### config.mk
export PLATFORM = sky130hd
export DESIGN_NAME = my_bist_harness_flat
export DESIGN_NICKNAME = d
export VERILOG_FILES = /design/src/rtl/bist_pkg.sv /design/src/rtl/my_bist_harness_if.sv /design/src/rtl/bist_lfsr.sv /design/src/rtl/my_bist_harness.sv /design/src/flat_wrapper.sv
export SDC_FILE = /design/constraint.sdc
export NUM_CORES = 1
export LEC_CHECK = 0
export CAP_MARGIN = 20
export CORE_MARGIN = 2
export CORE_UTILIZATION = 50
export DETAILED_ROUTE_END_ITERATION = 10
export PLACE_DENSITY = 0.8
export SLEW_MARGIN = 20
export SYNTH_ARGS = -nofsm -noshare
export SYNTH_HDL_FRONTEND = slang
export SYNTH_SLANG_ARGS = --single-unit
### constraint.sdc
create_clock -name clk -period 2.3 [get_ports clk]
set_input_delay 0.575 -clock clk [delete_from_list [all_inputs] [get_ports clk]]
set_output_delay 0.575 -clock clk [all_outputs]
set_load 0.05 [all_outputs]
### src/rtl/bist_pkg.sv
// ---------------------------------------------------------------------------
// bist_pkg
// Purpose : Shared types and helpers for the built-in self-test harness that
//           drives a combinational benchmark netlist with pseudo-random
//           patterns and compacts its responses into a signature.
// Contents: state_t        - harness FSM states
//           default_mask() - Galois feedback masks for widths 8..32
//           galois_step()  - one Galois shift step (used for constants)
//           clog2()        - ceiling log2 for counter sizing
// ---------------------------------------------------------------------------
package bist_pkg;

   typedef enum logic [1:0] {
      IDLE  = 2'd0,
      RUN   = 2'd1,
      DRAIN = 2'd2,
      DONE  = 2'd3
   } state_t;

   // Low-order feedback taps (the x^W term is implicit). Width 13 is the
   // pattern generator default; width 16 is the CCITT polynomial used for
   // response compaction, the rest are maximal-length polynomials.
   function automatic logic [31:0] default_mask(input int unsigned w);
      logic [31:0] m;
      case (w)
         32'd8:   m = 32'h0000_001D;
         32'd9:   m = 32'h0000_0011;
         32'd10:  m = 32'h0000_0009;
         32'd11:  m = 32'h0000_0005;
         32'd12:  m = 32'h0000_0053;
         32'd13:  m = 32'h0000_001B;
         32'd14:  m = 32'h0000_002B;
         32'd15:  m = 32'h0000_0003;
         32'd16:  m = 32'h0000_1021;
         32'd17:  m = 32'h0000_0009;
         32'd18:  m = 32'h0000_0081;
         32'd19:  m = 32'h0000_0027;
         32'd20:  m = 32'h0000_0009;
         32'd21:  m = 32'h0000_0005;
         32'd22:  m = 32'h0000_0003;
         32'd23:  m = 32'h0000_0021;
         32'd24:  m = 32'h0000_0087;
         32'd25:  m = 32'h0000_0009;
         32'd26:  m = 32'h0000_0047;
         32'd27:  m = 32'h0000_0027;
         32'd28:  m = 32'h0000_0009;
         32'd29:  m = 32'h0000_0005;
         32'd30:  m = 32'h0000_0053;
         32'd31:  m = 32'h0000_0009;
         32'd32:  m = 32'h0040_0007;
         default: m = 32'h0000_0000;
      endcase
      return m;
   endfunction

   // One Galois step of a w-bit register: shift left, fold the MSB back
   // through the mask.
   function automatic logic [31:0] galois_step(input logic [31:0] s,
                                               input logic [31:0] mask,
                                               input int unsigned w);
      logic [31:0] keep;
      logic [31:0] r;
      keep = (w >= 32'd32) ? 32'hFFFF_FFFF : ((32'd1 << w) - 32'd1);
      r    = (s << 1) & keep;
      if (s[w - 32'd1]) begin
         r = r ^ mask;
      end else begin
         r = r;
      end
      return r & keep;
   endfunction

   function automatic int unsigned clog2(input int unsigned v);
      int unsigned r;
      r = 32'd0;
      while ((32'd1 << r) < v) begin
         r = r + 32'd1;
      end
      return r;
   endfunction

endpackage

// rtl/my_bist_harness_if.sv
// ---------------------------------------------------------------------------
// my_bist_harness_if
// Purpose : Bundles the run control, golden/result and DUT-facing pattern and
//           response signals of the BIST harness.
// Signals : start, abort, golden_i       - run control / expected signature
//           resp_i                       - benchmark outputs f1..f16
//           pat_o                        - benchmark inputs x0..x12
//           busy, done, pass, signature  - run status and result
// Modports: master - the side driving control and responses (bench / host)
//           slave  - the harness itself
// ---------------------------------------------------------------------------
interface my_bist_harness_if #(
   parameter int unsigned N_IN  = 13,
   parameter int unsigned N_OUT = 16
);
   logic             start;
   logic             abort;
   logic [N_OUT-1:0] golden_i;
   logic [N_OUT-1:0] resp_i;
   logic [N_IN-1:0]  pat_o;
   logic             busy;
   logic             done;
   logic             pass;
   logic [N_OUT-1:0] signature;

   modport master (
      output start, abort, golden_i, resp_i,
      input  pat_o, busy, done, pass, signature
   );

   modport slave (
      input  start, abort, golden_i, resp_i,
      output pat_o, busy, done, pass, signature
   );
endinterface

### src/rtl/bist_lfsr.sv
// ---------------------------------------------------------------------------
// bist_lfsr
// Purpose : W-bit Galois shift register with parallel injection. Used as the
//           pattern generator (inj tied to zero) and as the MISR (inj fed
//           with the benchmark response).
// Ports   : clk, rst_n   - clock, async active-low reset (clears to zero)
//           load         - synchronous load of load_val (wins over en)
//           load_val     - value loaded on load
//           en           - advance one step
//           inj          - word XORed into the next state on each step
//           q            - register contents
// ---------------------------------------------------------------------------
module bist_lfsr
   import bist_pkg::*;
#(
   parameter int unsigned   W    = 16,
   parameter logic [W-1:0]  MASK = {W{1'b0}}
) (
   input  logic         clk,
   input  logic         rst_n,
   input  logic         load,
   input  logic [W-1:0] load_val,
   input  logic         en,
   input  logic [W-1:0] inj,
   output logic [W-1:0] q
);

   logic [W-1:0] q_r;
   logic [W-1:0] nxt_s;

   assign nxt_s = {q_r[W-2:0], 1'b0} ^ (q_r[W-1] ? MASK : {W{1'b0}}) ^ inj;
   assign q     = q_r;

   // Shift register state: load has priority over stepping.
   always_ff @(posedge clk or negedge rst_n) begin
      if (!rst_n) begin
         q_r <= {W{1'b0}};
      end else if (load) begin
         q_r <= load_val;
      end else if (en) begin
         q_r <= nxt_s;
      end else begin
         q_r <= q_r;
      end
   end

endmodule

// rtl/my_bist_harness.sv
// ---------------------------------------------------------------------------
// my_bist_harness
// Purpose : Stimulus/response harness for a generated combinational
//           benchmark. A run applies PAT_COUNT pseudo-random patterns, waits
//           DUT_LAT cycles for the pipeline to empty, compacts every response
//           into a MISR and compares the final signature with golden_i.
// Ports   : clk, rst_n - clock, async active-low reset
//           bus        - my_bist_harness_if.slave (start, abort, golden_i,
//                        resp_i in; pat_o, busy, done, pass, signature out)
// ---------------------------------------------------------------------------
module my_bist_harness
   import bist_pkg::*;
#(
   parameter int unsigned      N_IN      = 13,
   parameter int unsigned      N_OUT     = 16,
   parameter int unsigned      PAT_COUNT = 1024,
   parameter logic [N_IN-1:0]  LFSR_MASK = 13'h001B,
   parameter logic [N_OUT-1:0] MISR_MASK = 16'h1021,
   parameter logic [N_IN-1:0]  SEED      = 13'h0001,
   parameter int unsigned      DUT_LAT   = 0
) (
   input logic                 clk,
   input logic                 rst_n,
   my_bist_harness_if.slave bus
);

   // An all-zero seed would lock the generator, so it is replaced by 1.
   localparam logic [N_IN-1:0] SEED_EFF =
      (SEED == {N_IN{1'b0}}) ? {{(N_IN-1){1'b0}}, 1'b1} : SEED;
   // The pattern LFSR runs one step ahead of pat_o, so it starts at the
   // successor of the seed while pat_o starts at the seed itself.
   localparam logic [N_IN-1:0] SEED_NXT =
      N_IN'(galois_step(32'(SEED_EFF), 32'(LFSR_MASK), N_IN));
   localparam int unsigned CNT_MAX = (PAT_COUNT > DUT_LAT) ? PAT_COUNT : DUT_LAT;
   localparam int unsigned CNT_W   = clog2(CNT_MAX + 32'd1);
   localparam logic [CNT_W-1:0] PAT_LAST   = CNT_W'(PAT_COUNT - 32'd1);
   localparam logic [CNT_W-1:0] DRAIN_LAST = CNT_W'((DUT_LAT > 32'd0) ? (DUT_LAT - 32'd1) : 32'd0);

   state_t           state_r;
   logic [CNT_W-1:0] cnt_r;
   logic [N_IN-1:0]  pat_r;
   logic             busy_r;
   logic             done_r;
   logic             pass_r;

   logic             start_ok_s;
   logic             abort_act_s;
   logic             run_s;
   logic             tap_s;
   logic             misr_en_s;
   logic [N_IN-1:0]  lfsr_q_s;
   logic [N_OUT-1:0] misr_q_s;

   assign run_s       = (state_r == RUN);
   assign abort_act_s = bus.abort && (state_r != IDLE);
   assign start_ok_s  = (state_r == IDLE) && bus.start && !bus.abort;
   // An abort freezes the signature at its partial value.
   assign misr_en_s   = tap_s && !abort_act_s;

   // Valid pipe: a response is captured DUT_LAT cycles after its pattern.
   // With no latency the capture happens at the end of the driving cycle.
   generate
      if (DUT_LAT == 0) begin : g_nolat
         assign tap_s = run_s;
      end else begin : g_lat
         logic [DUT_LAT-1:0] pipe_r;

         // Shift a valid marker per RUN cycle; abort empties the pipe.
         always_ff @(posedge clk or negedge rst_n) begin
            if (!rst_n) begin
               pipe_r <= {DUT_LAT{1'b0}};
            end else if (abort_act_s) begin
               pipe_r <= {DUT_LAT{1'b0}};
            end else begin
               pipe_r[0] <= run_s;
               for (int i = 1; i < DUT_LAT; i++) begin
                  pipe_r[i] <= pipe_r[i-1];
               end
            end
         end

         assign tap_s = pipe_r[DUT_LAT-1];
      end
   endgenerate

   bist_lfsr #(.W(N_IN), .MASK(LFSR_MASK)) u_pat_lfsr (
      .clk      (clk),
      .rst_n    (rst_n),
      .load     (start_ok_s),
      .load_val (SEED_NXT),
      .en       (run_s),
      .inj      ({N_IN{1'b0}}),
      .q        (lfsr_q_s)
   );

   bist_lfsr #(.W(N_OUT), .MASK(MISR_MASK)) u_misr (
      .clk      (clk),
      .rst_n    (rst_n),
      .load     (start_ok_s),
      .load_val ({N_OUT{1'b0}}),
      .en       (misr_en_s),
      .inj      (bus.resp_i),
      .q        (misr_q_s)
   );

   // Run sequencer with registered pattern and status outputs.
   always_ff @(posedge clk or negedge rst_n) begin
      if (!rst_n) begin
         state_r <= IDLE;
         cnt_r   <= {CNT_W{1'b0}};
         pat_r   <= {N_IN{1'b0}};
         busy_r  <= 1'b0;
         done_r  <= 1'b0;
         pass_r  <= 1'b0;
      end else begin
         done_r <= 1'b0;
         case (state_r)
            IDLE: begin
               cnt_r <= {CNT_W{1'b0}};
               if (start_ok_s) begin
                  state_r <= RUN;
                  pat_r   <= SEED_EFF;
                  busy_r  <= 1'b1;
                  pass_r  <= 1'b0;
               end else begin
                  state_r <= IDLE;
                  pat_r   <= {N_IN{1'b0}};
                  busy_r  <= 1'b0;
               end
            end
            RUN: begin
               if (abort_act_s) begin
                  state_r <= IDLE;
                  cnt_r   <= {CNT_W{1'b0}};
                  pat_r   <= {N_IN{1'b0}};
                  busy_r  <= 1'b0;
                  pass_r  <= 1'b0;
               end else if (cnt_r == PAT_LAST) begin
                  cnt_r <= {CNT_W{1'b0}};
                  pat_r <= {N_IN{1'b0}};
                  if (DUT_LAT > 0) begin
                     state_r <= DRAIN;
                     busy_r  <= 1'b1;
                  end else begin
                     state_r <= DONE;
                     busy_r  <= 1'b0;
                     done_r  <= 1'b1;
                  end
               end else begin
                  cnt_r <= cnt_r + CNT_W'(1);
                  pat_r <= lfsr_q_s;
               end
            end
            DRAIN: begin
               pat_r <= {N_IN{1'b0}};
               if (abort_act_s) begin
                  state_r <= IDLE;
                  cnt_r   <= {CNT_W{1'b0}};
                  busy_r  <= 1'b0;
                  pass_r  <= 1'b0;
               end else if (cnt_r == DRAIN_LAST) begin
                  state_r <= DONE;
                  cnt_r   <= {CNT_W{1'b0}};
                  busy_r  <= 1'b0;
                  done_r  <= 1'b1;
               end else begin
                  cnt_r <= cnt_r + CNT_W'(1);
               end
            end
            DONE: begin
               state_r <= IDLE;
               pat_r   <= {N_IN{1'b0}};
               busy_r  <= 1'b0;
               if (abort_act_s) begin
                  pass_r <= 1'b0;
               end else begin
                  pass_r <= (misr_q_s == bus.golden_i);
               end
            end
            default: begin
               state_r <= IDLE;
               cnt_r   <= {CNT_W{1'b0}};
               pat_r   <= {N_IN{1'b0}};
               busy_r  <= 1'b0;
               pass_r  <= 1'b0;
            end
         endcase
      end
   end

   assign bus.pat_o     = pat_r;
   assign bus.busy      = busy_r;
   assign bus.done      = done_r;
   assign bus.pass      = pass_r;
   assign bus.signature = misr_q_s;

endmodule

### src/flat_wrapper.sv
// flat-port wrapper written by rule: the top's interface ports become plain ports
module my_bist_harness_flat import bist_pkg::*;
#(
   parameter int unsigned      N_IN      = 13,
   parameter int unsigned      N_OUT     = 16,
   parameter int unsigned      PAT_COUNT = 1024,
   parameter logic [N_IN-1:0]  LFSR_MASK = 13'h001B,
   parameter logic [N_OUT-1:0] MISR_MASK = 16'h1021,
   parameter logic [N_IN-1:0]  SEED      = 13'h0001,
   parameter int unsigned      DUT_LAT   = 0
)
  (clk, rst_n, bus_start, bus_abort, bus_golden_i, bus_resp_i, bus_pat_o, bus_busy, bus_done, bus_pass, bus_signature);
  my_bist_harness_if #(.N_IN(N_IN), .N_OUT(N_OUT)) bus_i ();
  input logic clk;
  input logic rst_n;
  input wire logic [$bits(bus_i.start)-1:0] bus_start;
  input wire logic [$bits(bus_i.abort)-1:0] bus_abort;
  input wire logic [$bits(bus_i.golden_i)-1:0] bus_golden_i;
  input wire logic [$bits(bus_i.resp_i)-1:0] bus_resp_i;
  output wire logic [$bits(bus_i.pat_o)-1:0] bus_pat_o;
  output wire logic [$bits(bus_i.busy)-1:0] bus_busy;
  output wire logic [$bits(bus_i.done)-1:0] bus_done;
  output wire logic [$bits(bus_i.pass)-1:0] bus_pass;
  output wire logic [$bits(bus_i.signature)-1:0] bus_signature;
  assign bus_i.start = bus_start;
  assign bus_i.abort = bus_abort;
  assign bus_i.golden_i = bus_golden_i;
  assign bus_i.resp_i = bus_resp_i;
  assign bus_pat_o = bus_i.pat_o;
  assign bus_busy = bus_i.busy;
  assign bus_done = bus_i.done;
  assign bus_pass = bus_i.pass;
  assign bus_signature = bus_i.signature;
  my_bist_harness #(.N_IN(N_IN), .N_OUT(N_OUT), .PAT_COUNT(PAT_COUNT), .LFSR_MASK(LFSR_MASK), .MISR_MASK(MISR_MASK), .SEED(SEED), .DUT_LAT(DUT_LAT)) u_core (.clk(clk), .rst_n(rst_n), .bus(bus_i));
endmodule
==> results.ini, run 1 <==
[timing]
setup_viol_count_final = 0
rsz0062_at_grt = true
worst_slew_pin_slew_ps = 527
layout_setup_ws_ps = 11.9
finClkSkew_ps = 9.49
hold_violations = 0
hold-worst-slack_ps = 184
min_period_ps = 2290
period_share_pct = 99.5
finalSetupTns_ps = 0
slew_violations = 0
relSlewSlack_pct = 64.7
max_freq_mhz = 437

[logic_synthesis]
synth_commonest_cells = 58 x dfrtp_1, 34 x nor2_1, 24 x nand2_1
ys_ff_latch = 58
synth_top_family_by_area = simple AND/OR/NAND/NOR gates
synth_area_sq_um = 3000
synth-compound-area-share_pct = 10.5
synth_cell_types = 40
synthAdderAreaFrac_pct = 3.34
synthTopCellsByArea = dfrtp_1 48%, xnor2_1 6.4%, mux2i_1 5.0%, xor2_1 4.4%, nor2_1 4.3%
syn_inst = 291
yosys_warnings = 0
synth_top_area_cell = dfrtp_1
synth_nets = 335
syn_avg_cell_area_sq_um = 10.3
yosysMostFrequentCell = dfrtp_1
synth_edf_count = 0
synthMuxAreaShare_pct = 5.75
synthArstFlopShare_pct = 100
yosys.area_share.simple_pct = 17.6
ys.flop_type = dfrtp_1
yosysSeqAreaShare_pct = 48.4
synth_xor_area_share_pct = 10.8
yosysTopAreaCellShare_pct = 48.4

[die]
die_width_microns = 81.5
dieHeight_microns = 81.5
start_util_pct = 51.3
rows = 28
pin_count = 68
die-area_sq_um = 6640
core-area_sq_um = 5850

[detailed_routing]
routed_wl_mm = 6.88
drt_iter0_drc = 77
ant_nets = 0
drc_errors = 0
wl_per_cell_microns = 15.4
firstDrtPassIters = 4
via_per_inst = 5.41
vias = 2417

[setup_path]
critPathLaunchType = register
worstPathRequired_ps = 2500
crit_fanout = 5
critPathArrivalTime_ps = 2490
r2r-end = u_core.cnt_r[9]
reg2reg_depth = 6
critPathKind = reg -> reg
worstSetupEndpointType = register
r2r-start = u_core.cnt_r[0]
reg2reg_slack_ps = 10

[placed_design]
globalplace.congestion = 0.843
io_buffers = 67
dp_worst_setup_slack_ps = 68.2
dpl.hpwl_mm = 4.90
dp_cells = 427

[power]
p_switching_w = 0.00196
switching_share_pct = 40.6
p_leak_nw = 1.81
peakVddDrop_mv = 0.675
power.share.clock_pct = 23.3
p_int_w = 0.00286
p_comb_share_pct = 45.0
pwr-share-seq_pct = 31.7
p_per_area_nw_per_um2 = 1180

[cts]
cts_tree = yes
cts.clk_slew.worst_paths_ps = 70
cts_buffers = 9
clock_sinks = 58
clkLatencyLatePin_ps = 340
h-tree-depth = 3
cts_root_buf = clkbuf_8
clockBufferDepth = 2

[job]
drv_cap = 0

[cells_and_area]
antenna_cells = 0
drive_gt1_share_pct = 12.9
final_cells = 447
syn2layout_area_growth_pct = 36.5
fin_nets = 411

[grt]
grt_max_degree = 39
grt_antenna_before_repair = 0
grt_overflow = 0
grt_pass1_wl_mm = 10.5
grt_pass1_vias = 2175
grtUsageTotal_pct = 21.2

[hold_path]
hold_class = in -> async

[run_status]
status = finished clean

[registers in the layout (all words and copies together) (netlist names)]
name / count
u_core.state_r: 2
u_core.u_pat_lfsr.q: 13
u_core.bus.done: 1
u_core.bus.pass: 1
u_core.bus.pat_o: 13
u_core.bus.busy: 1
u_core.cnt_r: 11
u_core.u_misr.q: 16
[worst max-delay path by stage]
stage	start	endpoint	slack (ps)	cells after the start
after global routing	u_core.cnt_r[0]	u_core.cnt_r[5]	-50	7
after CTS	u_core.cnt_r[0]	u_core.cnt_r[2]	40	6
final	u_core.cnt_r[0]	u_core.cnt_r[9]	10	6
after global placement	u_core.cnt_r[0]	u_core.cnt_r[5]	150	6
after floorplan	u_core.cnt_r[4]	u_core.bus.busy	180	6
after detailed placement	u_core.cnt_r[0]	u_core.cnt_r[2]	70	6
[power groups by stage]
stage,clock network [W],logic [W],registers (W)
after floorplan,0,0.000960,0.00201
after global placement,0,0.00204,0.00153
after detailed placement,0,0.00209,0.00154
after CTS,0.00114,0.00210,0.00152
after global routing,0.00120,0.00232,0.00156
final,0.00112,0.00217,0.00153
[through the flow]
step	area (sq um)	util [%]	power, W
6_report	4100	70.0	0.00482
5_1_grt	4100	70.0	0.00508
4_1_cts	4010	68.6	0.00477
3_5_place_dp	3780	64.6	0.00363
3_3_place_gp	3780	64.6	0.00358
2_1_floorplan	3000	-	0.00297
[worst max-delay path: stages (launching register included)]
cell	delay (ps)
dfrtp_1	430
inv_2	100
ha_4	120
or4b_4	460
o41a_1	520
a22oi_1	360
o21ai_0	160
[repair_timing]
item                       CTS  global route
hold endpoints to repair     0             0
hold buffers                 0             0
setup buffers                0             4
setup endpoints to repair    0            12
resized for setup            0            13
[metal layers]
layer / routed length [microns] / GRT usage [%] / part of all wire [%] / up-vias
met4: 122 / 10.8 / 1.8 / 0
met1: 3110 / 28.6 / 45 / 1182
met5: 0 / 0 / 0 / -
li1: - / - / - / 1159
met2: 3420 / 32.1 / 50 / 66
met3: 228 / 4.73 / 3.3 / 10
[cells by family (layout without fill, tap and decap cells)]
logic type | Yosys count | count (layout)
simple gates | 108 | 108
flops | 58 | 58
compound gates | 38 | 38
xor+xnor | 37 | 37
buf+inv | 25 | 106
mux | 17 | 17
fa+ha+maj | 8 | 8
[cell type report]
cell class | instances | area [sq um]
clock buffers | 10 | 128
clock inverters | 6 | 105
fillers | 426 | 1750
inverters | 7 | 26.3
multi-input cells | 208 | 1490
flip-flops and latches | 58 | 1450
well taps | 75 | 93.8
repair buffers | 83 | 806
[cells in the final DEF, fill, tap and decap left out, drive strengths merged, types with 2 or more instances in the layout]
master | netlist | routed
bufinv | 0 | 3
a21oi | 4 | 4
mux2i | 15 | 15
nand3 | 4 | 4
xor2 | 15 | 15
dfrtp | 58 | 58
and2 | 14 | 14
and3 | 5 | 5
or4 | 2 | 2
o32ai | 2 | 2
nor4 | 7 | 7
mux2 | 2 | 2
xnor2 | 22 | 22
nand2b | 2 | 2
nand4 | 5 | 5
clkbuf | 13 | 10
o21ai | 2 | 2
nor3 | 7 | 7
nand2 | 24 | 24
a211oi | 16 | 16
ha | 8 | 8
clkdlybuf4s50 | 0 | 66
a22oi | 3 | 3
o21a | 2 | 2
buf | 5 | 17
o221ai | 2 | 2
clkinv | 0 | 3
inv | 7 | 7
nor2 | 34 | 34
Note: power is estimated with default switching activity, not from simulation.
==> run 2, diff against run 1 <==
--- a/config.mk
+++ b/config.mk
@@ -6,6 +6,7 @@
 export NUM_CORES = 1
 export LEC_CHECK = 0
 export CAP_MARGIN = 20
+export CORE_ASPECT_RATIO = 1.2
 export CORE_MARGIN = 2
 export CORE_UTILIZATION = 50
 export DETAILED_ROUTE_END_ITERATION = 10
==> results.ini, run 2 (synthesized netlist as in run 1, its figures left out) <==
[run_status]
status = finished clean

[cells_and_area]
layout_commonest_cell = clkdlybuf4s50_1
n_fill_cell = 441  ; +3.5%
postLayoutCoreUtil_pct = 70.3  ; +0.27 points
layout_common_cells = 66 x clkdlybuf4s50_1, 58 x dfrtp_1, 34 x nor2_1
syn2layout_area_growth_pct = 34.5
fin_nets = 412  ; +0.24%
antenna_cells = 0  ; unchanged
drive_gt1_share_pct = 11.8  ; -1.1 points
largest_reg_flops = 16  ; unchanged

[setup_path]
reg2reg_depth = 6  ; unchanged
crit_path_max_incr_delay_ps = 510  ; about the same
r2r-start = u_core.cnt_r[1]
crit_path_cell_trace = inv_2, ha_1, or4b_4, o41a_1, a221oi_4, nor3_1
path_delay_family = compound AO/OA/AOI/OAI gates
reg2reg_slack_ps = 50  ; +40 ps
critPathArrivalTime_ps = 2460  ; -30 ps
critPathKind = reg -> reg
worstSetupEndpointType = register
worstPathRequired_ps = 2500  ; about the same
r2r-end = u_core.cnt_r[5]
crit_fanout = 5  ; unchanged
crit_slowest_cell = o41a_1
critPathLaunchType = register
path_buf_inv = 1  ; unchanged

[cts]
clockBufferDepth = 2  ; unchanged
cts_buffers = 9  ; unchanged
cts_root_buf = clkbuf_8
clock_sinks = 58  ; unchanged
cts.clk_slew.worst_paths_ps = 60  ; about the same
cts_tree = yes
clkLatencyLatePin_ps = 330  ; about the same
h-tree-depth = 3  ; unchanged

[timing]
worst_slew_pin_slew_ps = 598  ; +70.7 ps
min_period_ps = 2250  ; -35.2 ps
setup_viol_count_final = 0  ; unchanged
hold_violations = 0  ; unchanged
relSlewSlack_pct = 60.1  ; -4.6 points
hold-worst-slack_ps = 241  ; +56.9 ps
slew_violations = 0  ; unchanged
rsz0062_at_grt = true
finClkSkew_ps = 6.19  ; -3.30 ps
period_share_pct = 98.0  ; -1.5 points
max_freq_mhz = 444  ; +1.6%

[power]
peakVddDrop_mv = 0.780  ; +15%
p_per_area_nw_per_um2 = 1130  ; -3.6%
p_int_w = 0.00266  ; -7.0%
p_comb_share_pct = 46.7  ; +1.7 points
p_leak_nw = 1.79  ; -0.86%
power.share.clock_pct = 20.1  ; -3.2 points
switching_share_pct = 41.8  ; +1.2 points
p_switching_w = 0.00191  ; -2.2%
pwr-share-seq_pct = 33.2  ; +1.5 points

[grt]
grt_overflow = 0  ; unchanged
grtUsageTotal_pct = 21.9  ; +0.66 points
grt_antenna_before_repair = 0  ; unchanged
grt_pass1_wl_mm = 10.9  ; +4.3%
grt_pass1_vias = 2405  ; +11%
grt_max_degree = 31  ; -21%

[hold_path]
hold_class = in -> async

[placed_design]
globalplace.congestion = 0.814  ; -3.4%
dpl.hpwl_mm = 4.67  ; -4.7%
io_buffers = 67  ; unchanged

[die]
rows = 30  ; +7.1%
die-area_sq_um = 6640  ; about the same
core-area_sq_um = 5740  ; -1.8%
start_util_pct = 52.2  ; +0.96 points
pin_count = 68  ; unchanged
dieHeight_microns = 88.9  ; +9.1%
die_width_microns = 74.7  ; -8.3%

[detailed_routing]
wl_per_cell_microns = 14.0  ; -9.3%
drt_iter0_drc = 119  ; +55%
vias = 2380  ; -1.5%
routed_wl_mm = 6.32  ; -8.1%
via_per_inst = 5.25  ; -2.8%
firstDrtPassIters = 5  ; +1
drc_errors = 0  ; unchanged
ant_nets = 0  ; unchanged

[job]
drv_cap = 0  ; unchanged

==> run 2: cell types whose count changed in the layout (fill, tap and decap cells not counted), sizes merged <==
cell    previous run  this run
bufinv             3         1
buf               17        18
clkinv             3         4
clkbuf            10        11
==> run 2: cell type report <==
| class | count | area [sq um] | area share [%] |
|---|---|---|---|
| Clock buffer | 11 | 141 | 3.50 |
| Timing Repair Buffer | 84 | 806 | 20.0 |
| Multi-Input combinational cell | 208 | 1460 | 36.1 |
| Sequential cell | 58 | 1450 | 36.0 |
| Inverter | 7 | 26.3 | 0.651 |
| Clock inverter | 5 | 53.8 | 1.33 |
| Tap cell | 80 | 100 | 2.48 |
==> run 2: worst max path at each step <==
stage               startpoint              endpoint  slack (ps)  cells past startpoint
6_report       u_core.cnt_r[1]       u_core.cnt_r[5]          50                      6
5_1_grt        u_core.cnt_r[1]       u_core.cnt_r[5]         -20                      6
4_1_cts        u_core.cnt_r[1]       u_core.bus.busy          20                      6
3_5_place_dp         bus_abort  u_core.bus.pat_o[12]         -60                      5
3_3_place_gp         bus_abort  u_core.bus.pat_o[12]          -5                      5
2_1_floorplan  u_core.cnt_r[4]       u_core.bus.busy         180                      6
==> run 2: power groups by stage <==
stage | clock [W] | sequential (W) | combinational, W
final | 0.000918 | 0.00152 | 0.00214
after global placement | 0 | 0.00152 | 0.00208
after detailed placement | 0 | 0.00152 | 0.00213
after CTS | 0.000933 | 0.00152 | 0.00214
after global routing | 0.000985 | 0.00155 | 0.00231
after floorplan | 0 | 0.00201 | 0.000960
==> run 2: worst register-to-register path: cells and delay by family, from the launching register on <==
family / cells / cell delay, ps
AO/OA/AOI/OAI: 2 / 940
AND/OR/NAND/NOR: 2 / 570
flip-flops: 1 / 410
adder cells (fa/ha/maj): 1 / 130
buffers and inverters: 1 / 80
==> run 2: what timing repair did <==
action | in CTS | in global routing
buffers inserted | 0 | 1
endpoints found under the hold margin | 0 | 0
hold buffers | 0 | 0
endpoints found under the setup margin | 0 | 20
resized for setup | 0 | 5
==> run 2: layer usage <==
| layer | GRT usage [%] | part of all wire, % | vias up | wire [microns] |
|---|---|---|---|---|
| met2 | 36.5 | 51 | 82 | 3210 |
| met1 | 26.7 | 42 | 1129 | 2680 |
| met3 | 6.15 | 5.5 | 7 | 347 |
| met4 | 8.44 | 1.3 | 0 | 85 |
| li1 | - | - | 1162 | - |
| met5 | 0 | 0 | - | 0 |
==> run 2: per-stage QoR <==
stage | TNS, ps | cells | instance area (sq um) | total power, W | worst slack [ps]
final | 0 | 453 | 4040 | 0.00457 | 47.1
after global routing | -24.3 | 453 | 4040 | 0.00485 | -16.1
after CTS | 0 | 452 | 4010 | 0.00459 | 19.4
after detailed placement | -586 | 436 | 3820 | 0.00365 | -59.1
after global placement | -47.8 | 436 | 3820 | 0.00360 | -4.82
after floorplan | 0 | 291 | 3000 | 0.00297 | 179
